--- src/rtl/midi_mem_arbiter_pkg.sv ---
// Shared definitions for the memory port-A arbiter and the MIDI note ring.
// Ring geometry lives here so every reader of the note ring agrees on it.
package midi_mem_arbiter_pkg;

    localparam int MEM_ADDR_W = 14;
    localparam int MEM_DATA_W = 16;

    localparam logic [MEM_ADDR_W-1:0] MIDI_RING_BASE = 14'h3F00;
    localparam int MIDI_RING_SLOTS = 16;

    localparam int MIDI_FIFO_DEPTH    = 4;
    localparam int STARVE_MAX_DEFAULT = 8;

    // Who owns port A in the cycle after arbitration.
    typedef enum logic [1:0] {
        PA_IDLE = 2'd0,
        PA_CPU  = 2'd1,
        PA_MIDI = 2'd2
    } porta_src_e;

endpackage

--- src/rtl/midi_mem_arbiter_fifo.sv ---
// Small synchronous FIFO buffering captured MIDI notes ahead of the ring write.
// Head word is presented combinationally so the arbiter can register it on pop.
module midi_note_fifo
    import midi_mem_arbiter_pkg::*;
#(
    parameter int DATA_W = MEM_DATA_W,
    parameter int DEPTH  = MIDI_FIFO_DEPTH,
    localparam int PTR_W = $clog2(DEPTH),
    localparam int CNT_W = $clog2(DEPTH) + 1
) (
    input  logic              i_clk,
    input  logic              i_rst_n,
    input  logic              i_push,
    input  logic [DATA_W-1:0] i_wdata,
    input  logic              i_pop,
    output logic [DATA_W-1:0] o_head,
    output logic [CNT_W-1:0]  o_count,
    output logic              o_full,
    output logic              o_empty
);

    logic [DATA_W-1:0] r_mem [DEPTH];
    logic [PTR_W-1:0]  r_wr_ptr;
    logic [PTR_W-1:0]  r_rd_ptr;
    logic [CNT_W-1:0]  r_count;
    logic              w_do_push;
    logic              w_do_pop;

    assign o_full    = (r_count == CNT_W'(DEPTH));
    assign o_empty   = (r_count == '0);
    assign w_do_push = i_push & ~o_full;
    assign w_do_pop  = i_pop & ~o_empty;

    always_ff @(posedge i_clk) begin
        if (w_do_push) begin
            r_mem[r_wr_ptr] <= i_wdata;
        end
    end

    // DEPTH is a power of two, so the pointers wrap on their own.
    always_ff @(posedge i_clk or negedge i_rst_n) begin
        if (!i_rst_n) begin
            r_wr_ptr <= '0;
            r_rd_ptr <= '0;
            r_count  <= '0;
        end else begin
            if (w_do_push) begin
                r_wr_ptr <= r_wr_ptr + PTR_W'(1);
            end
            if (w_do_pop) begin
                r_rd_ptr <= r_rd_ptr + PTR_W'(1);
            end
            case ({w_do_push, w_do_pop})
                2'b10:   r_count <= r_count + CNT_W'(1);
                2'b01:   r_count <= r_count - CNT_W'(1);
                default: r_count <= r_count;
            endcase
        end
    end

    assign o_head  = r_mem[r_rd_ptr];
    assign o_count = r_count;

endmodule

--- src/rtl/midi_mem_arbiter.sv ---
// Memory port-A arbiter: CPU has priority, buffered MIDI notes are forced in
// when the FIFO is full or the CPU has held the port for STARVE_MAX grants.
module midi_mem_arbiter
    import midi_mem_arbiter_pkg::*;
#(
    parameter int ADDR_W                 = MEM_ADDR_W,
    parameter int DATA_W                 = MEM_DATA_W,
    parameter int FIFO_DEPTH             = MIDI_FIFO_DEPTH,
    parameter logic [ADDR_W-1:0] MIDI_BASE = MIDI_RING_BASE,
    parameter int MIDI_SLOTS             = MIDI_RING_SLOTS,
    parameter int STARVE_MAX             = STARVE_MAX_DEFAULT,
    localparam int SLOT_W                = $clog2(MIDI_SLOTS),
    localparam int CNT_W                 = $clog2(FIFO_DEPTH) + 1
) (
    input  logic              i_clk,
    input  logic              i_rst_n,

    input  logic              i_cpu_req,
    input  logic              i_cpu_we,
    input  logic [ADDR_W-1:0] i_cpu_addr,
    input  logic [DATA_W-1:0] i_cpu_wdata,
    output logic              o_cpu_grant,
    output logic              o_cpu_rdata_valid,

    input  logic              i_midi_valid,
    input  logic [DATA_W-1:0] i_midi_note,
    output logic              o_midi_ready,

    output logic              o_mem_en,
    output logic              o_mem_we,
    output logic [ADDR_W-1:0] o_mem_addr,
    output logic [DATA_W-1:0] o_mem_wdata,

    output logic [SLOT_W-1:0] o_note_slot,
    output logic              o_note_written,
    output logic [CNT_W-1:0]  o_fifo_count,
    output logic              o_overflow,
    input  logic              i_overflow_clr
);

    localparam int STV_W = $clog2(STARVE_MAX + 1);

    logic              w_fifo_full;
    logic              w_fifo_empty;
    logic [CNT_W-1:0]  w_fifo_count;
    logic [DATA_W-1:0] w_fifo_head;

    logic              w_push;
    logic              w_drop;
    logic              w_starved;
    logic              w_midi_sel;
    logic              w_cpu_go;
    porta_src_e        w_src;

    logic [STV_W-1:0]  r_starve;
    logic [SLOT_W-1:0] r_slot;
    logic              r_ovf;
    logic              r_mem_en;
    logic              r_mem_we;
    logic [ADDR_W-1:0] r_mem_addr;
    logic [DATA_W-1:0] r_mem_wdata;
    logic              r_note_written;
    logic              r_rd_pend;
    logic              r_rdata_valid;

    assign w_push     = i_midi_valid & ~w_fifo_full;
    assign w_drop     = i_midi_valid & w_fifo_full;
    assign w_starved  = (r_starve == STV_W'(STARVE_MAX));
    assign w_midi_sel = ~w_fifo_empty & (~i_cpu_req | w_fifo_full | w_starved);

    // Handshake outputs are held low while reset is asserted.
    assign w_cpu_go   = i_rst_n & i_cpu_req & ~w_midi_sel;

    midi_note_fifo #(
        .DATA_W (DATA_W),
        .DEPTH  (FIFO_DEPTH)
    ) u_note_fifo (
        .i_clk   (i_clk),
        .i_rst_n (i_rst_n),
        .i_push  (w_push),
        .i_wdata (i_midi_note),
        .i_pop   (w_midi_sel),
        .o_head  (w_fifo_head),
        .o_count (w_fifo_count),
        .o_full  (w_fifo_full),
        .o_empty (w_fifo_empty)
    );

    always_comb begin
        w_src = PA_IDLE;
        if (w_midi_sel) begin
            w_src = PA_MIDI;
        end else if (w_cpu_go) begin
            w_src = PA_CPU;
        end
    end

    always_ff @(posedge i_clk or negedge i_rst_n) begin
        if (!i_rst_n) begin
            r_starve <= '0;
        end else if (w_fifo_empty || w_midi_sel) begin
            r_starve <= '0;
        end else if (w_cpu_go && !w_starved) begin
            r_starve <= r_starve + STV_W'(1);
        end
    end

    // A drop in the same cycle as a clear leaves the flag set.
    always_ff @(posedge i_clk or negedge i_rst_n) begin
        if (!i_rst_n) begin
            r_ovf <= 1'b0;
        end else if (w_drop) begin
            r_ovf <= 1'b1;
        end else if (i_overflow_clr) begin
            r_ovf <= 1'b0;
        end
    end

    always_ff @(posedge i_clk or negedge i_rst_n) begin
        if (!i_rst_n) begin
            r_mem_en       <= 1'b0;
            r_mem_we       <= 1'b0;
            r_mem_addr     <= '0;
            r_mem_wdata    <= '0;
            r_note_written <= 1'b0;
            r_slot         <= '0;
            r_rd_pend      <= 1'b0;
            r_rdata_valid  <= 1'b0;
        end else begin
            r_note_written <= 1'b0;
            r_rd_pend      <= 1'b0;
            r_rdata_valid  <= r_rd_pend;
            case (w_src)
                PA_MIDI: begin
                    r_mem_en       <= 1'b1;
                    r_mem_we       <= 1'b1;
                    r_mem_addr     <= MIDI_BASE + ADDR_W'(r_slot);
                    r_mem_wdata    <= w_fifo_head;
                    r_note_written <= 1'b1;
                    r_slot         <= r_slot + SLOT_W'(1);
                end
                PA_CPU: begin
                    r_mem_en    <= 1'b1;
                    r_mem_we    <= i_cpu_we;
                    r_mem_addr  <= i_cpu_addr;
                    r_mem_wdata <= i_cpu_wdata;
                    r_rd_pend   <= ~i_cpu_we;
                end
                default: begin
                    // Address and data hold so the memory pins stay quiet.
                    r_mem_en <= 1'b0;
                    r_mem_we <= 1'b0;
                end
            endcase
        end
    end

    assign o_cpu_grant       = w_cpu_go;
    assign o_cpu_rdata_valid = r_rdata_valid;
    assign o_midi_ready      = i_rst_n & ~w_fifo_full;
    assign o_mem_en          = r_mem_en;
    assign o_mem_we          = r_mem_we;
    assign o_mem_addr        = r_mem_addr;
    assign o_mem_wdata       = r_mem_wdata;
    assign o_note_slot       = r_slot;
    assign o_note_written    = r_note_written;
    assign o_fifo_count      = w_fifo_count;
    assign o_overflow        = r_ovf;

endmodule

--- config.mk ---
export PLATFORM = sky130hd
export DESIGN_NAME = midi_mem_arbiter
export DESIGN_NICKNAME = d
export VERILOG_FILES = /design/src/rtl/midi_mem_arbiter_pkg.sv /design/src/rtl/midi_mem_arbiter_fifo.sv /design/src/rtl/midi_mem_arbiter.sv
export SDC_FILE = /design/constraint.sdc
export NUM_CORES = 1
export LEC_CHECK = 0
export CORE_MARGIN = 4
export CORE_UTILIZATION = 46
export DETAILED_ROUTE_END_ITERATION = 8
export PLACE_DENSITY = 0.78
export SLEW_MARGIN = 20
export SYNTH_ARGS = -nofsm -noshare
export SYNTH_HDL_FRONTEND = slang
export SYNTH_SLANG_ARGS = --single-unit
--- constraint.sdc ---
create_clock -name i_clk -period 2.1 [get_ports i_clk]
set_input_delay 0.63 -clock i_clk [delete_from_list [all_inputs] [get_ports i_clk]]
set_output_delay 0.63 -clock i_clk [all_outputs]
set_load 0.01 [all_outputs]
==> flow_summary.json, run 1 <==
{
  "required_ns": 1.47,
  "maxSlewHeadroom_pct": 64.9,
  "top_layer_used": "met4",
  "crit_chain": "inv_2 > ha_4 > and3b_2 > o21ai_4 > inv_2 > nor2_1 > buf_2",
  "ios": 96,
  "cts_root_buffer": "clkbuf_8",
  "synth_nets": 391,
  "fin_crit_sh_pct": 112,
  "endpoint_kind": "output pin",
  "viasPerCell": 5.05,
  "synth_area_leader_cell": "edfxtp_1",
  "num-nets-final": 526,
  "dieHeight_um": 108,
  "wl_met3_um": 792,
  "clkLatencyLatePin_ns": 0.50,
  "routabilityCongestion": 0.748,
  "fillCellCount": 706,
  "drive_gt1_share_pct": 22.0,
  "cts_tree": "yes",
  "synth.avg_cell_area_um2": 14.1,
  "cpMostUsedCell": "inv_2",
  "synth_cell_types": 33,
  "dieArea_mm2": 0.0118,
  "slowest_stage": "dfrtp_1",
  "instances_no_fill": 611,
  "cap_violations": 0,
  "drc": 0,
  "rows": 36,
  "clock_path_buffers": 2,
  "port-buffer-count": 95,
  "synthToLayoutAreaGrowth_pct": 44.1,
  "cts_sinks": 115,
  "yosys_warnings": 0,
  "place_inst": 568,
  "powerDensity_mw_per_mm2": 1480,
  "timing.final.hold_violations": 0,
  "hold_ws_ns": 0.0935,
  "antenna_found_initial": 0,
  "ys_ff_latch": 115,
  "grt_max_degree": 52,
  "vdd_drop_max_mv": 0.876,
  "rsz0062_at_grt": "yes",
  "setup_tns_ns": -0.325,
  "fmax_mhz": 427,
  "first_global_vias": 3298,
  "violations": "negative setup slack",
  "path_buf_inv": 3,
  "grt_pass1_wl_um": 17200,
  "cts_buffers": 17,
  "fin_worst_skew_ns": 0.0115,
  "stdcell_area_mm2": 0.00668,
  "synth.area.top_cells": "edfxtp_1 (41%), dfrtp_1 (28%), mux4_2 (7.8%), nand2_1 (5.7%), a31oi_1 (2.7%)",
  "overflow": 0,
  "syn_area_mm2": 0.00464,
  "start_util_pct": 47.5,
  "core_area_mm2": 0.00977,
  "n_antenna_cell": 0,
  "drt-met1-wl_um": 4320,
  "placed_area_mm2": 0.00592,
  "status": "finished with violations",
  "synth_top_area_share_pct": 41.4,
  "cp.arrival_ns": 1.71,
  "grt_use_total_pct": 19.5,
  "hpwl_um": 6880,
  "path_max_fanout": 2,
  "slew_violations": 0,
  "cp-start-kind": "register",
  "slowest_delay_ns": 0.36,
  "final_antenna_net_count": 0,
  "drt-total-wl_um": 10800,
  "period_needed_ns": 2.34,
  "wl_met2_um": 5640,
  "worstMarginPinSlew_ns": 0.526,
  "htreeDepth": 4,
  "route.vias.total": 3087,
  "wire_per_inst_um": 17.7,
  "fin_ws_ns": -0.243,
  "drt_iter0_markers": 197,
  "die_w_um": 108,
  "worstHoldPathType": "primary input to async pin",
  "crit_family": "flip-flops",
  "leakage_nw": 2.66,
  "finalSetupViolCount": 2,
  "crit_type": "register to output pin",
  "syn_inst": 330,
  "path_clk_slew_ns": 0.06,
  "seq_area_frac_synth_pct": 69.0,
  "firstDrtPassIters": 4,
  "cts_hold_buffers": 0
}
[flip-flops by register name (all words and copies together), names as in the netlist]
register              count
u_note_fifo.r_mem        64
r_rd_pend                 1
o_mem_we                  1
o_note_slot               4
o_mem_addr               14
u_note_fifo.r_wr_ptr      2
o_cpu_rdata_valid         1
o_mem_wdata              16
o_mem_en                  1
o_overflow                1
o_note_written            1
r_starve                  4
u_note_fifo.o_count       3
u_note_fifo.r_rd_ptr      2
[cell usage in the layout (no fill, tap or decap), drive strengths merged]
cell	Yosys	final
clkdlybuf4s50	0	83
nand2	73	73
edfxtp	64	64
dfrtp	51	51
buf	11	41
nor2	27	27
a31oi	20	20
clkbuf	6	17
mux4	16	16
inv	10	12
ha	8	8
xnor2	7	7
nand3	7	7
clkinv	0	6
and2	5	5
bufinv	0	5
dlygate4sd2	0	5
o21ai	5	5
xor2	4	4
a21oi	4	4
dlymetal6s2s	0	4
nand4	2	2
clkinvlp	0	2
a21boi	2	2
and3b	1	1
or3	1	1
nor3	1	1
nand3b	1	1
nand2b	1	1
a22oi	1	1
a211oi	1	1
fa	1	1
[report_power, final]
part | internal, mW | switching [mW] | total (mW)
registers | 3.08 | 0.308 | 3.39
clock network | 2.06 | 1.03 | 3.09
logic | 1.77 | 1.65 | 3.42
[worst reg2reg max path, stage by stage, from the launching register on]
cell     delay [ns]
dfrtp_1        0.39
inv_2          0.08
ha_4           0.12
and3b_2        0.20
o21ai_4        0.06
inv_2          0.06
buf_4          0.10
buf_8          0.10
ha_4           0.13
inv_2          0.04
fa_2           0.35
xor2_1         0.18
nor2_1         0.12
xor2_1         0.17
[worst paths after layout]
path                        startpoint                      to  slack (ns)  cells past startpoint
setup reg to reg           r_starve[0]  u_note_fifo.o_count[2]       -0.08                     13
hold / removal                 i_rst_n              o_overflow        0.09                      2
min in group i_clk           r_rd_pend       o_cpu_rdata_valid        0.35                      0
hold reg to reg              r_rd_pend       o_cpu_rdata_valid        0.35                      0
max in group asynchronous      i_rst_n           o_mem_addr[7]        1.51                      2
setup / recovery           r_starve[0]             o_cpu_grant       -0.24                      7
[Yosys cell counts (all sizes together)]
library cell,number
nand3b,1
clkbuf,6
buf,11
a22oi,1
xor2,4
nor2,27
a211oi,1
a21oi,4
or3,1
fa,1
nand2b,1
edfxtp,64
nand3,7
o21ai,5
nor3,1
a31oi,20
a21boi,2
ha,8
nand2,73
dfrtp,51
mux4,16
inv,10
nand4,2
and3b,1
and2,5
xnor2,7
[routing by layer]
layer  vias to the layer above  GRT usage [%]
met5                         -              0
met4                         0           4.51
met3                         4           5.85
met2                       103           34.3
met1                      1529           23.7
li1                       1451              -
[layout make-up]
class                   instances  area (um^2)  area share, %
clock buffers                  17          414           6.20
clock inverters                15          230           3.45
inverters                      10         37.5          0.562
multi-input cells             188         1340           20.0
flip-flops and latches        115         3200           47.9
well taps                     133          166           2.49
repair buffers                133         1300           19.4
[logic make-up after synthesis]
family	Yosys count	share of synthesized area, %
buf+inv	27	3.21
xor+xnor	11	2.08
mux	16	7.77
compound gates	33	4.56
fa+ha+maj	9	2.59
simple gates	119	10.8
flops	115	69.0
[repair_timing]
| action | 4_1_cts | 5_1_grt |
|---|---|---|
| setup endpoints to repair | 9 | 7 |
| gates resized for setup | 22 | 10 |
| hold endpoints to repair | 0 | 0 |
| pin swaps | 4 | 5 |
| setup buffers | 4 | 7 |
[stage by stage]
step           worst slack (ns)  util [%]  total power, mW
3_5_place_dp             -0.640      60.5             6.65
6_report                 -0.243      68.4             9.89
4_1_cts                  -0.244      67.6             9.85
2_1_floorplan           0.00182         -             5.22
3_3_place_gp             -0.609      60.5             6.54
5_1_grt                  -0.347      68.4             10.4
(Power assumes the default switching activity.)
==> run 2: changes to the inputs <==
Settings changed: CORE_MARGIN 4 to not set.
==> run 2 against run 1 <==
  * The run still ends with negative setup slack left
  * Total power shrank 3.0%
  * Die area shrank 11%
  * Utilization shrank 1.2 points
  * Hold slack lost 0.012 ns
  * Clock-buffer cell count grew 1
  * Register-to-register slack lost 0.05 ns
  * Worst setup slack lost 0.013 ns
  * First-iteration DRC count shrank 27%
  * Maximum frequency shrank 0.57%
  * Critical path type unchanged
  * Critical endpoint unchanged
==> flow_summary.json, run 2 (synthesis results as in run 1) <==
{
  "port-buffer-count": 95,
  "hpwl_um": 6690,
  "die_w_um": 102,
  "finalSetupViolCount": 2,
  "status": "finished with violations",
  "rows": 36,
  "fin_ws_ns": -0.257,
  "dieHeight_um": 102,
  "crit_chain": "inv_2 > ha_4 > and3b_2 > o21ai_4 > inv_2 > nor2_2 > buf_2",
  "path_clk_slew_ns": 0.06,
  "worst_r2r_path_depth": 12,
  "ios": 96,
  "n_antenna_cell": 0,
  "dieArea_mm2": 0.0105,
  "start_util_pct": 47.5,
  "p_sw_share_pct": 30.6,
  "overflow": 0,
  "cp.arrival_ns": 1.73,
  "fin_worst_skew_ns": 0.00692,
  "cts_hold_buffers": 0,
  "placed_area_mm2": 0.00588,
  "drc": 0,
  "pwr-share-clk_pct": 31.0,
  "largest_register_ff_count": 64,
  "powerDensity_mw_per_mm2": 1460,
  "instances_no_fill": 606,
  "worstHoldPathType": "primary input to async pin",
  "wire_per_inst_um": 17.0,
  "drt_iter0_markers": 143,
  "hold_ws_ns": 0.0810,
  "switchingPower_mw": 2.93,
  "power_frac_seq_pct": 35.4,
  "routabilityCongestion": 0.736,
  "cap_violations": 0,
  "htreeDepth": 4,
  "first_global_vias": 3199,
  "leakage_nw": 2.60,
  "required_ns": 1.47,
  "regMostFlops": "u_note_fifo.r_mem",
  "grt_use_total_pct": 21.4,
  "cts_buffers": 17,
  "cp-start-kind": "register",
  "final_common_cell": "clkdlybuf4s50_1",
  "worstMarginPinSlew_ns": 0.564,
  "path_max_fanout": 2,
  "stdcell_area_mm2": 0.00657,
  "place_inst": 568,
  "dpl_worst_slack_ns": -0.611,
  "viasPerCell": 5.13,
  "cts_root_buffer": "clkbuf_8",
  "final_cell_mix": "clkdlybuf4s50_1 (82), nand2_1 (71), edfxtp_1 (64), dfrtp_1 (50), buf_4 (30)",
  "final_antenna_net_count": 0,
  "p_int_mw": 6.66,
  "core_area_mm2": 0.00977,
  "violations": "negative setup slack",
  "cpMostUsedCell": "inv_2",
  "vdd_drop_max_mv": 0.730,
  "endpoint_kind": "output pin",
  "firstDrtPassIters": 4,
  "cts_tree": "yes",
  "slowest_stage": "dfrtp_1",
  "drt-total-wl_um": 10300,
  "fin_crit_sh_pct": 112,
  "power_mw": 9.59,
  "maxSlewHeadroom_pct": 62.4,
  "clock_path_buffers": 2,
  "timing.final.hold_violations": 0,
  "antenna_found_initial": 0,
  "slew_violations": 0,
  "synthToLayoutAreaGrowth_pct": 41.6,
  "cts_sinks": 115,
  "route.vias.total": 3108,
  "clkLatencyLatePin_ns": 0.51,
  "period_needed_ns": 2.36,
  "crit_type": "register to output pin",
  "fmax_mhz": 424,
  "combPwrFrac_pct": 33.5,
  "drive_gt1_share_pct": 20.7,
  "num-nets-final": 521,
  "grt_max_degree": 52,
  "slowest_delay_ns": 0.38,
  "rsz0062_at_grt": "yes",
  "grt_pass1_wl_um": 16200
}
[run 2: path summary, 6_finish.rpt]
| kind | startpoint | to | slack (ns) |
|---|---|---|---|
| max | r_starve[0] | o_cpu_grant | -0.26 |
| min | i_rst_n | u_note_fifo.o_count[0] | 0.08 |
| max reg2reg | r_starve[0] | u_note_fifo.o_count[2] | -0.13 |
| min reg2reg | r_rd_pend | o_cpu_rdata_valid | 0.35 |
| max in group asynchronous | i_rst_n | o_note_slot[1] | 1.34 |
| min in group i_clk | r_rd_pend | o_cpu_rdata_valid | 0.35 |
[run 2: cell type report]
| class | count | area [um^2] |
|---|---|---|
| inverters | 10 | 37.5 |
| clock inverters | 14 | 204 |
| repair buffers | 128 | 1210 |
| clock buffers | 18 | 418 |
| well taps | 133 | 166 |
| fillers | 702 | 3210 |
| multi-input cells | 188 | 1330 |
| flip-flops and latches | 115 | 3200 |
[run 2: per-layer routing]
layer | vias up | wire length [um] | GRT usage, %
met5 | - | 0 | 0
met4 | 0 | 65 | 7.25
met3 | 6 | 569 | 7.11
met2 | 119 | 5300 | 34.7
met1 | 1545 | 4340 | 27.1
li1 | 1438 | - | -
[run 2: worst max-delay path, delay by kind of cell (launching register included)]
family | cells | cell delay (ns)
compound gates | 1 | 0.15
buf+inv | 3 | 0.25
flops | 1 | 0.38
simple gates | 2 | 0.27
fa+ha+maj | 1 | 0.15
[run 2: per-stage QoR]
| stage | TNS (ns) | util, % |
|---|---|---|
| after global routing | -0.602 | 67.2 |
| final | -0.385 | 67.2 |
| after floorplan | 0 | - |
| after detailed placement | -11.38 | 60.2 |
| after global placement | -7.51 | 60.2 |
| after CTS | -0.319 | 66.9 |
[run 2: repair_timing]
item / 4_1_cts / 5_1_grt
pin swaps: 4 / 2
endpoints found under the setup margin: 11 / 6
buffers inserted: 5 / 2
resized for setup: 24 / 5
[run 2: power groups by stage]
stage	logic (mW)	registers, mW	clock network [mW]
2_1_floorplan	1.68	3.55	0
3_5_place_dp	3.24	3.44	0
5_1_grt	3.52	3.47	3.13
4_1_cts	3.26	3.41	3.03
3_3_place_gp	3.13	3.40	0
6_report	3.21	3.40	2.98
==> run 3: changes to the inputs <==
Settings changed: CORE_MARGIN set to 4.
==> results of run 3 <==
The final DEF is identical to that of run 1; final timing and power are the same.
